<file path="config.mk">
export PLATFORM = sky130hd
export DESIGN_NAME = alu_multicycle_flat
export DESIGN_NICKNAME = d
export VERILOG_FILES = /design/src/rtl/alu_multicycle_if.sv /design/src/rtl/alu_multicycle.sv /design/src/flat_wrapper.sv
export SDC_FILE = /design/constraint.sdc
export NUM_CORES = 1
export LEC_CHECK = 0
export CAP_MARGIN = 40
export CORE_MARGIN = 3
export CORE_UTILIZATION = 38
export CTS_BUF_LIST = sky130_fd_sc_hd__clkbuf_4 sky130_fd_sc_hd__clkbuf_8 sky130_fd_sc_hd__clkbuf_16
export CTS_CLUSTER_SIZE = 28
export DETAILED_ROUTE_END_ITERATION = 6
export SLEW_MARGIN = 20
export SYNTH_ARGS = -nofsm -noshare
export SYNTH_HDL_FRONTEND = slang
export SYNTH_SLANG_ARGS = --single-unit
export TNS_END_PERCENT = 5
</file>
<file path="constraint.sdc">
create_clock -name clock -period 6.47 [get_ports clock]
set_clock_uncertainty 0.1 [all_clocks]
set_input_delay 1.6175 -clock clock [delete_from_list [all_inputs] [get_ports clock]]
set_output_delay 1.6175 -clock clock [all_outputs]
set_load 0.05 [all_outputs]
</file>
<file path="src/rtl/alu_multicycle_if.sv">
// Handshake/operand bundle for alu_multicycle: request side (master) and ALU side (slave).
interface alu_multicycle_if #(
    parameter int unsigned WIDTH = 32
);
    logic             start;
    logic [3:0]       op;
    logic [WIDTH-1:0] Rb;
    logic [WIDTH-1:0] Ry;
    logic             busy;
    logic             done;
    logic [WIDTH-1:0] resultLo;
    logic [WIDTH-1:0] resultHi;
    logic             div_by_zero;

    modport master (
        output start, op, Rb, Ry,
        input  busy, done, resultLo, resultHi, div_by_zero
    );

    modport slave (
        input  start, op, Rb, Ry,
        output busy, done, resultLo, resultHi, div_by_zero
    );
endinterface

</file>
<file path="src/rtl/alu_multicycle.sv">
// Multi-cycle ALU: one-cycle logic/arith/shift ops, WIDTH-cycle Booth MUL and non-restoring DIV.
// Define ALU_DIV_EN to compile in the divider, DIV state and div_by_zero; otherwise op 12 yields 0.
module alu_multicycle #(
    parameter int unsigned WIDTH = 32,
    parameter int unsigned SH_W  = $clog2(WIDTH)
) (
    input logic              clock,
    input logic              clear,
    alu_multicycle_if.slave  bus
);
    localparam int unsigned CNT_W = SH_W;

    typedef enum logic [1:0] {
        IDLE    = 2'd0,
        DONE    = 2'd1,
        MUL_RUN = 2'd2
`ifdef ALU_DIV_EN
        , DIV_RUN = 2'd3
`endif
    } state_t;

    typedef enum logic [3:0] {
        OP_AND  = 4'd0,  OP_OR   = 4'd1,  OP_ADD  = 4'd2,  OP_SUB  = 4'd3,
        OP_SHR  = 4'd4,  OP_SHRA = 4'd5,  OP_SHL  = 4'd6,  OP_ROR  = 4'd7,
        OP_ROL  = 4'd8,  OP_NEG  = 4'd9,  OP_NOT  = 4'd10, OP_MUL  = 4'd11,
        OP_DIV  = 4'd12
    } op_t;

    state_t            state, state_nx;
    op_t               op_in;
    logic [CNT_W-1:0]  count;
    logic [WIDTH-1:0]  res_lo, res_hi;
    logic [WIDTH-1:0]  one_lo, one_hi;
    logic [SH_W-1:0]   sh, rol_sh;
    logic [2*WIDTH-1:0] rot2;

    // Booth state: accumulator carries one guard bit so a most-negative multiplicand cannot overflow
    logic [WIDTH:0]    acc, mcand, acc_add, acc_nx;
    logic [WIDTH-1:0]  mq, mq_nx;
    logic              q1;

    assign op_in  = op_t'(bus.op);
    assign sh     = bus.Ry[SH_W-1:0];
    assign rol_sh = SH_W'(0) - sh;
    assign rot2   = {bus.Rb, bus.Rb};

    always_comb begin
        one_lo = '0;
        case (op_in)
            OP_AND:  one_lo = bus.Rb & bus.Ry;
            OP_OR:   one_lo = bus.Rb | bus.Ry;
            OP_ADD:  one_lo = bus.Rb + bus.Ry;
            OP_SUB:  one_lo = bus.Rb - bus.Ry;
            OP_SHR:  one_lo = bus.Rb >> sh;
            OP_SHRA: one_lo = $signed(bus.Rb) >>> sh;
            OP_SHL:  one_lo = bus.Rb << sh;
            OP_ROR:  one_lo = WIDTH'(rot2 >> sh);
            OP_ROL:  one_lo = WIDTH'(rot2 >> rol_sh);
            OP_NEG:  one_lo = -bus.Ry;
            OP_NOT:  one_lo = ~bus.Ry;
            default: one_lo = '0;
        endcase
    end

    always_comb begin
        case ({mq[0], q1})
            2'b01:   acc_add = acc + mcand;
            2'b10:   acc_add = acc - mcand;
            default: acc_add = acc;
        endcase
        acc_nx = {acc_add[WIDTH], acc_add[WIDTH:1]};
        mq_nx  = {acc_add[0], mq[WIDTH-1:1]};
    end

`ifdef ALU_DIV_EN
    // Divider runs on magnitudes; signs are restored on the final step
    logic [WIDTH+1:0]  rem, rem_sh, rem_step;
    logic [WIDTH-1:0]  dq, dq_nx, dvs, rem_fix, quot, rmd, abs_rb, abs_ry;
    logic              neg_q, neg_r, dbz, dbz_now;

    assign abs_rb  = bus.Rb[WIDTH-1] ? -bus.Rb : bus.Rb;
    assign abs_ry  = bus.Ry[WIDTH-1] ? -bus.Ry : bus.Ry;
    assign dbz_now = (op_in == OP_DIV) && (bus.Ry == '0);
    assign one_hi  = dbz_now ? bus.Rb : '0;

    always_comb begin
        rem_sh   = {rem[WIDTH:0], dq[WIDTH-1]};
        rem_step = rem[WIDTH+1] ? rem_sh + {2'b00, dvs} : rem_sh - {2'b00, dvs};
        dq_nx    = {dq[WIDTH-2:0], ~rem_step[WIDTH+1]};
        rem_fix  = rem_step[WIDTH+1] ? rem_step[WIDTH-1:0] + dvs : rem_step[WIDTH-1:0];
        quot     = neg_q ? -dq_nx : dq_nx;
        rmd      = neg_r ? -rem_fix : rem_fix;
    end

    assign bus.div_by_zero = dbz;
`else
    assign one_hi          = '0;
    assign bus.div_by_zero = 1'b0;
`endif

    always_ff @(posedge clock) begin
        if (clear) state <= IDLE;
        else       state <= state_nx;
    end

    always_comb begin
        state_nx = state;
        case (state)
            IDLE: begin
                if (bus.start) begin
                    if (op_in == OP_MUL) state_nx = MUL_RUN;
`ifdef ALU_DIV_EN
                    else if (op_in == OP_DIV && bus.Ry != '0) state_nx = DIV_RUN;
`endif
                    else state_nx = DONE;
                end
            end
            MUL_RUN: if (count == '0) state_nx = DONE;
`ifdef ALU_DIV_EN
            DIV_RUN: if (count == '0) state_nx = DONE;
`endif
            DONE:    state_nx = IDLE;
            default: state_nx = IDLE;
        endcase
    end

    always_ff @(posedge clock) begin
        if (clear) begin
            count  <= '0;
            res_lo <= '0;
            res_hi <= '0;
            acc    <= '0;
            mcand  <= '0;
            mq     <= '0;
            q1     <= 1'b0;
`ifdef ALU_DIV_EN
            rem    <= '0;
            dq     <= '0;
            dvs    <= '0;
            neg_q  <= 1'b0;
            neg_r  <= 1'b0;
            dbz    <= 1'b0;
`endif
        end else begin
            case (state)
                IDLE: begin
                    if (bus.start) begin
                        count <= CNT_W'(WIDTH - 1);
                        acc   <= '0;
                        mcand <= {bus.Rb[WIDTH-1], bus.Rb};
                        mq    <= bus.Ry;
                        q1    <= 1'b0;
`ifdef ALU_DIV_EN
                        rem   <= '0;
                        dq    <= abs_rb;
                        dvs   <= abs_ry;
                        neg_q <= bus.Rb[WIDTH-1] ^ bus.Ry[WIDTH-1];
                        neg_r <= bus.Rb[WIDTH-1];
                        dbz   <= dbz_now;
`endif
                        if (state_nx == DONE) begin
                            res_lo <= one_lo;
                            res_hi <= one_hi;
                        end
                    end
                end
                MUL_RUN: begin
                    acc <= acc_nx;
                    mq  <= mq_nx;
                    q1  <= mq[0];
                    if (count == '0) begin
                        res_hi <= acc_nx[WIDTH-1:0];
                        res_lo <= mq_nx;
                    end else begin
                        count <= count - CNT_W'(1);
                    end
                end
`ifdef ALU_DIV_EN
                DIV_RUN: begin
                    rem <= rem_step;
                    dq  <= dq_nx;
                    if (count == '0) begin
                        res_lo <= quot;
                        res_hi <= rmd;
                    end else begin
                        count <= count - CNT_W'(1);
                    end
                end
`endif
                default: ;
            endcase
        end
    end

    assign bus.busy     = (state != IDLE);
    assign bus.done     = (state == DONE);
    assign bus.resultLo = res_lo;
    assign bus.resultHi = res_hi;
endmodule
</file>
<file path="src/flat_wrapper.sv">
// flat-port wrapper written by rule: the top's interface ports become plain ports
module alu_multicycle_flat 
#(
    parameter int unsigned WIDTH = 32,
    parameter int unsigned SH_W  = $clog2(WIDTH)
)
  (clock, clear, bus_start, bus_op, bus_Rb, bus_Ry, bus_busy, bus_done, bus_resultLo, bus_resultHi, bus_div_by_zero);
  alu_multicycle_if #(.WIDTH(WIDTH)) bus_i ();
  input logic clock;
  input logic clear;
  input wire logic [$bits(bus_i.start)-1:0] bus_start;
  input wire logic [$bits(bus_i.op)-1:0] bus_op;
  input wire logic [$bits(bus_i.Rb)-1:0] bus_Rb;
  input wire logic [$bits(bus_i.Ry)-1:0] bus_Ry;
  output wire logic [$bits(bus_i.busy)-1:0] bus_busy;
  output wire logic [$bits(bus_i.done)-1:0] bus_done;
  output wire logic [$bits(bus_i.resultLo)-1:0] bus_resultLo;
  output wire logic [$bits(bus_i.resultHi)-1:0] bus_resultHi;
  output wire logic [$bits(bus_i.div_by_zero)-1:0] bus_div_by_zero;
  assign bus_i.start = bus_start;
  assign bus_i.op = bus_op;
  assign bus_i.Rb = bus_Rb;
  assign bus_i.Ry = bus_Ry;
  assign bus_busy = bus_i.busy;
  assign bus_done = bus_i.done;
  assign bus_resultLo = bus_i.resultLo;
  assign bus_resultHi = bus_i.resultHi;
  assign bus_div_by_zero = bus_i.div_by_zero;
  alu_multicycle #(.WIDTH(WIDTH), .SH_W(SH_W)) u_core (.clock(clock), .clear(clear), .bus(bus_i));
endmodule
</file>
==> run summary <==
Outcome
- **outcome** complete, no violations

Power
- **peak supply drop** 0.152 mV
- **Final Total Pwr** 4.07 mW
- **Leakage** 9.10 nW
- **pwr dens** 183 mW/mm^2

Logic synthesis
- **library cells used by synthesis** 82
- **most instantiated library cell after synthesis** sky130_fd_sc_hd__nand2_1
- **fraction of the mapped netlist area in simple logic gates** 20.6%
- **dominant cell type by area after synthesis** sky130_fd_sc_hd__dfxtp_1
- **most area-consuming cells after synthesis** sky130_fd_sc_hd__dfxtp_1, sky130_fd_sc_hd__ha_1, sky130_fd_sc_hd__a21oi_1
- **portion of synthesized cell area occupied by the leading cell type** 17.6%
- **async set-reset flop share out of synthesis** 0%
- **sequential share of the synthesized area** 17.6%
- **number of enable flip-flop cells after synthesis** 0
- **share of cell area taken by muxes after synthesis** 13.0%
- **xor/xnor cell area share of the yosys netlist** 5.28%
- **synthesis-stage register bit count** 168
- **number of cells produced by synthesis** 2670
- **largest family of logic cells by synthesized area** compound AO/OA/AOI/OAI gates
- **area of the mapped netlist** 0.0191 sq mm
- **Synth Area in Compound Gates** 28.3%
- **yosys synthesis warning count** 0
- **arithmetic-cell share of the synthesized area counting full adders, half adders and majority gates** 9.50%
- **total nets after synthesis** 2884
- **syn_area_per_cell** 7.14 sq um
- **top cells by count, synth** sky130_fd_sc_hd__nand2_1, sky130_fd_sc_hd__nor2_1, sky130_fd_sc_hd__a21oi_1, sky130_fd_sc_hd__o21ai_0, sky130_fd_sc_hd__dfxtp_1
- **most used flip-flop cell after synthesis** sky130_fd_sc_hd__dfxtp_1

Hold path
- **number of cells on the worst hold path** 2
- **worst hold-check path type** reg2reg

GRT
- **wire length of the first global-routing pass** 140000 microns
- **largest net degree at the start of global routing** 58
- **aggregate global routing overflow** 0
- **number of global-route vias before repair** 20.5k
- **number of antenna violations at the first check in global routing** 5
- **Overall Global Routing Usage** 35.5%

Timing
- **final period utilization** 91.0%
- **worst path setup slack after routing** 0.581 ns
- **Achievable Freq** 170 MHz
- **final setup violating endpoints** 0
- **count of final max-slew check failures** 0
- **worst slew pin tran** 0.974 ns
- **accumulated negative setup slack** 0 ns
- **Final Hold Slack** 0.353 ns
- **final-report hold violation count** 0
- **Max-Slew Margin vs Limit** 34.3%
- **final worst path period need** 5.89 ns
- **unrepaired setup endpoints after global routing** no

Detailed routing
- **Routed WL per cell** 28.3 microns
- **drt total wl** 97500 microns
- **Vias/cell** 6.36
- **number of design-rule violations left by the first detailed-router iteration** 2838
- **antenna violation net count after detailed routing** 0
- **length of the first detailed-routing pass in iterations** 6
- **total via count after detailed routing** 21.9k
- **count of unresolved DRC violations after routing** 0

Setup path
- **Arrival @ worst endpoint** 6.09 ns
- **category of the worst setup path launch point** primary input
- **CP Buf/Inv Count** 3
- **critical path class** in2reg
- **depth of the critical timing path with buffers and inverters included** 11
- **cell with the largest stage delay on the worst path** sky130_fd_sc_hd__a221oi_1
- **depth of the worst register-to-register path** 18
- **kind of cell with the highest combined delay on the critical path** compound AO/OA/AOI/OAI gates
- **peak fanout along the critical path** 19
- **Reg2Reg Setup Slack** 1.07 ns
- **peak per-stage delay on the critical path** 0.75 ns
- **cell breakdown of the critical path** clkdlybuf4s50_1 > buf_4 > or4b_1 > nor2_1 > xnor2_2 > buf_4 > a31oi_1 > and2_1 > a2111o_1 > a221oi_1 > o22ai_1
- **type of element capturing the critical path** flop
- **data required time of the critical path** 6.67 ns
- **crit-path most repeated cell** sky130_fd_sc_hd__buf_4

Cells and area
- **area taken by flip-flops and latches** 0.00336 sq mm
- **number of cells in the finished layout apart from fillers** 3450
- **design area** 0.0223 sq mm
- **Multi-input gate area** 0.0147 sq mm
- **total of fill cells in the finished design** 5178
- **Util after Layout** 45.2%
- **ratio of cells with drive above 1 in the final layout** 9.59%
- **final-stage net count** 2985
- **P&R area growth vs syn** 16.6%

Job
- **number of violations of the max-capacitance limit** 0

Placement
- **worst setup timing slack at the placement stage** 0.298 ns
- **Detailed Place HPWL** 78100 microns
- **placed cell count** 3415
- **post-placement cell area** 0.0217 sq mm
- **total of buffers placed on input and output ports** 136
- **final weighted congestion in routability-driven placement** 1.10

Clock tree
- **clock edge transition at the registers on the reported setup and hold paths** 0.08 ns
- **number of clock buffers inserted by TritonCTS** 17
- **cts repair resizes** 0
- **number of setup buffers added after CTS** 0
- **total number of clock tree sinks** 168
- **TritonCTS clock tree** built
- **CTS root buffer** sky130_fd_sc_hd__clkbuf_16
- **htree depth** 4
- **Max clock buf depth** 2
- **Hold Buf Count CTS** 0
- **clock latency on the worst-skew pair** 0.45 ns

Die
- **height of the chip** 230 microns
- **I/O pin count** 138
- **Floorplan Core Area** 0.0493 sq mm
- **number of rows created at floorplan** 81
- **Die X-Extent** 230 microns
- **effective utilization at floorplan** 38.7%
- **DIE AREA** 0.0529 sq mm

==> flip-flops by register name, summed over array words and instances, names as in the netlist <==
signal               cells
u_core.bus.resultLo     32
u_core.state             2
u_core.mcand            32
u_core.bus.resultHi     32
u_core.acc              32
u_core.q1                1
u_core.count             5
u_core.mq               32
==> worst paths after layout <==
| check | from | endpoint |
|---|---|---|
| setup / recovery | bus_op[2] | u_core.bus.resultLo[15] |
| hold reg to reg | u_core.bus.resultHi[7] | u_core.bus.resultHi[7] |
| hold / removal | u_core.bus.resultHi[7] | u_core.bus.resultHi[7] |
| setup reg to reg | u_core.mcand[2] | u_core.acc[31] |
==> power breakdown <==
part | switching (mW) | internal, mW
registers | 0.0485 | 1.08
logic | 1.22 | 0.667
clock network | 0.535 | 0.518
==> cells in the final DEF (no fill, tap or decap), drive strengths merged, types with 12 or more instances in the layout <==
cell,n
nand4,14
a211oi,43
xor2,36
o21bai,16
mux2i,137
nand2b,27
a21o,41
a311oi,26
nor2b,15
nor3,40
a221oi,25
o211ai,30
inv,113
xnor2,79
nor2,310
mux2,34
o221ai,15
buf,130
mux4,32
and2,21
nand2,371
a21oi,286
and3,15
clkdlybuf4s50,131
o21ai,176
dfxtp,168
nand3,43
a31oi,28
nor4,12
ha,140
clkbuf,17
o22ai,31
==> area by class of cell <==
class | instances | share of cell area (%)
multi-input combinational | 2215 | 66.2
tap | 664 | 3.73
sequential | 168 | 15.1
inverter | 108 | 1.82
clock inverter | 15 | 0.714
antenna | 2 | 0.0225
clock buffer | 17 | 1.91
timing repair buffer | 261 | 10.5
==> layer usage <==
layer,vias to the layer above,routed length (microns),global-route usage [%]
met5,-,46,0
met2,1197,40300,52.0
li1,9891,-,-
met1,10600,41900,49.2
met4,8,5940,18.1
met3,269,9320,6.95
==> cells by family (layout without fill, tap and decap cells) <==
logic type / Yosys count / count (layout)
flip-flops: 168 / 168
adder cells (fa/ha/maj): 143 / 143
AO/OA/AOI/OAI: 851 / 851
XOR/XNOR: 115 / 115
multiplexers: 203 / 203
other: 1 / 3
AND/OR/NAND/NOR: 902 / 902
buffers and inverters: 287 / 401
==> worst register-to-register path, cell delays in order, from the launching register on <==
cell	delay, ns
sky130_fd_sc_hd__dfxtp_1	0.40
sky130_fd_sc_hd__or4_4	0.60
sky130_fd_sc_hd__nor4_4	0.24
sky130_fd_sc_hd__nand2_1	0.09
sky130_fd_sc_hd__nor2_1	0.24
sky130_fd_sc_hd__a21o_1	0.35
sky130_fd_sc_hd__o21ai_0	0.18
sky130_fd_sc_hd__xnor2_1	0.21
sky130_fd_sc_hd__ha_1	0.43
sky130_fd_sc_hd__nand4_1	0.16
sky130_fd_sc_hd__nor3_1	0.36
sky130_fd_sc_hd__nand3_1	0.14
sky130_fd_sc_hd__nor4_1	0.39
sky130_fd_sc_hd__o311ai_0	0.32
sky130_fd_sc_hd__a31oi_1	0.28
sky130_fd_sc_hd__mux2i_1	0.27
sky130_fd_sc_hd__nor2_1	0.10
sky130_fd_sc_hd__or3_1	0.32
sky130_fd_sc_hd__a21oi_1	0.14
Power figures use the tool's default switching activity.
==> variant: new RTL, config.mk and constraints unchanged <==
`WIDTH` is set to 32 in 3 places; all go to 16.
--- a/src/rtl/alu_multicycle_if.sv
+++ b/src/rtl/alu_multicycle_if.sv
@@ -1,6 +1,6 @@
 // Handshake/operand bundle for alu_multicycle: request side (master) and ALU side (slave).
 interface alu_multicycle_if #(
-    parameter int unsigned WIDTH = 32
+    parameter int unsigned WIDTH = 16
 );
     logic             start;
     logic [3:0]       op;
--- a/src/rtl/alu_multicycle.sv
+++ b/src/rtl/alu_multicycle.sv
@@ -1,7 +1,7 @@
 // Multi-cycle ALU: one-cycle logic/arith/shift ops, WIDTH-cycle Booth MUL and non-restoring DIV.
 // Define ALU_DIV_EN to compile in the divider, DIV state and div_by_zero; otherwise op 12 yields 0.
 module alu_multicycle #(
-    parameter int unsigned WIDTH = 32,
+    parameter int unsigned WIDTH = 16,
     parameter int unsigned SH_W  = $clog2(WIDTH)
 ) (
     input logic              clock,
--- a/src/flat_wrapper.sv
+++ b/src/flat_wrapper.sv
@@ -1,7 +1,7 @@
 // flat-port wrapper written by rule: the top's interface ports become plain ports
 module alu_multicycle_flat 
 #(
-    parameter int unsigned WIDTH = 32,
+    parameter int unsigned WIDTH = 16,
     parameter int unsigned SH_W  = $clog2(WIDTH)
 )
   (clock, clear, bus_start, bus_op, bus_Rb, bus_Ry, bus_busy, bus_done, bus_resultLo, bus_resultHi, bus_div_by_zero);
Interface: changed (resized bus_Rb, bus_Ry, bus_resultHi and bus_resultLo); port bits go from 138 to 74. The function was not compared with the original's and may differ.
==> variant against the unedited design <==
Sequential cell count is 81 lower. Sequential share of layout area up 1.5 points. Critical path depth up 2. Count of clock-buffer cells in the layout down 5. Cell area shrank 53%. Setup slack improved by 0.54 ns. Register-to-register slack better by 1.2 ns. Via count decreased by 56%. Routed wire length fell by 66%. Total power is 54% lower. Area after synthesis is 52% lower.
==> variant: results <==
{
  "crit_fanout": 17,
  "dp_cells": 1573,
  "drtPass1Iterations": 5,
  "p_comb_share_pct": 41.4,
  "grt_pass1_vias": 8740,
  "synth_cell_types": 78,
  "final_nets": 1380,
  "power.switching_uw": 726,
  "slew_headroom_pct": 44.0,
  "syn-num-nets": 1348,
  "ir_drop_mv": 0.0996,
  "drt_first_iter_violations": 984,
  "gp_congestion": 0.994,
  "hpwl_um": 25600,
  "status": "complete, no violations",
  "grt_pass1_wl_um": 51400,
  "yosysSeqAreaShare_pct": 19.0,
  "grt_max_degree": 76,
  "syn_inst": 1234,
  "p_leak_uw": 0.00418,
  "crit_slowest_cell": "clkdlybuf4s50_1",
  "synth_common_cells": "172 x nand2_1, 123 x a21oi_1, 107 x nor2_1, 87 x dfxtp_1, 72 x ha_1",
  "htreeDepth": 3,
  "ys_top_cells_by_area": "dfxtp_1 19%, ha_1 9.8%, nand2_1 7.0%",
  "vias": 9644,
  "num_antenna_cells": 0,
  "cp_data_arrival_time_ns": 5.50,
  "drive_above_1_share_pct": 7.32,
  "hp-class": "register to register",
  "clk_latency_ns": 0.35,
  "cts_buffers": 9,
  "antenna_found_initial": 0,
  "max_stage_delay_ns": 0.69,
  "port_buffers": 72,
  "via_per_inst": 6.07,
  "grt_usage_pct": 25.1,
  "synth.yosys.warnings": 0,
  "post_drt_wl_per_cell_um": 21.1
}
## variant: changes by cell type after synthesis, moves of 26 or more
cell	before	now
xnor2_1	79	35
dfxtp_1	168	87
clkbuf_1	134	54
o21ai_0	174	60
a21o_1	41	13
inv_1	105	58
mux2i_1	137	53
nand2_1	371	172
buf_1	38	12
ha_1	140	72
nor2_1	310	107
a21oi_1	286	123
## variant: layout make-up
class                      instances  area (um^2)
inverter                          61          229
multi-input combinational       1006         6880
clock inverter                     4         28.8
clock buffer                      12          260
sequential                        87         1740
fill                            2420        13100
timing repair buffer             101          941
tap                              319          399
## variant: power by group through the flow
stage / Combinational [uW] / Clock [uW] / Sequential, uW
after global placement: 754 / 0 / 600
after CTS: 761 / 518 / 588
after global routing: 842 / 541 / 592
after detailed placement: 757 / 0 / 600
final: 775 / 509 / 589
after floorplan: 506 / 0 / 624
## variant: cell families after synthesis
family	count (synthesis)	synth area share (%)
other	1	0.0409
DFF	87	19.0
buffers and inverters	141	6.21
and+or+nand+nor	413	20.3
AOI/OAI and AO/OA	386	27.8
xor gates and xnor gates	48	4.79
muxes	83	11.4
adders and majority gates	75	10.5
## variant: final timing paths
check	from	end	slack (ns)	cells past startpoint
worst max register to register	u_core.mcand[3]	u_core.bus.resultHi[14]	2.22	14
worst max-delay path	bus_op[0]	u_core.bus.resultLo[14]	1.12	13
worst min register to register	u_core.bus.resultHi[10]	u_core.bus.resultHi[10]	0.35	2
worst min-delay path	u_core.bus.resultHi[10]	u_core.bus.resultHi[10]	0.35	2
## variant: worst max-delay path, delay by kind of cell
kind                     cells  cell delay (ns)
AND/OR/NAND/NOR              4             0.63
adder cells (fa/ha/maj)      2             0.61
AO/OA/AOI/OAI                5             1.69
XOR/XNOR                     1             0.24
buffers and inverters        1             0.69
## variant: metal layers
layer	up-vias	part of all wire (%)	wire length [um]	GRT usage, %
li1	4589	-	-	-
met1	4516	45	15200	36.9
met2	480	42	14100	36.8
met3	59	9.0	3030	3.57
met4	0	3.7	1230	10.1
met5	-	0	0	0
## variant: per-stage QoR
step | cell area [um^2] | utilization [%] | hold WS (ns) | worst slack (ns)
2_1_floorplan | 9160 | - | 0.349 | 1.97
4_1_cts | 10500 | 44.3 | 0.351 | 1.23
6_report | 10500 | 44.4 | 0.347 | 1.12
5_1_grt | 10500 | 44.4 | 0.375 | 0.755
3_5_place_dp | 10200 | 43.1 | 0.344 | 0.856
3_3_place_gp | 10200 | 43.1 | 0.338 | 0.950
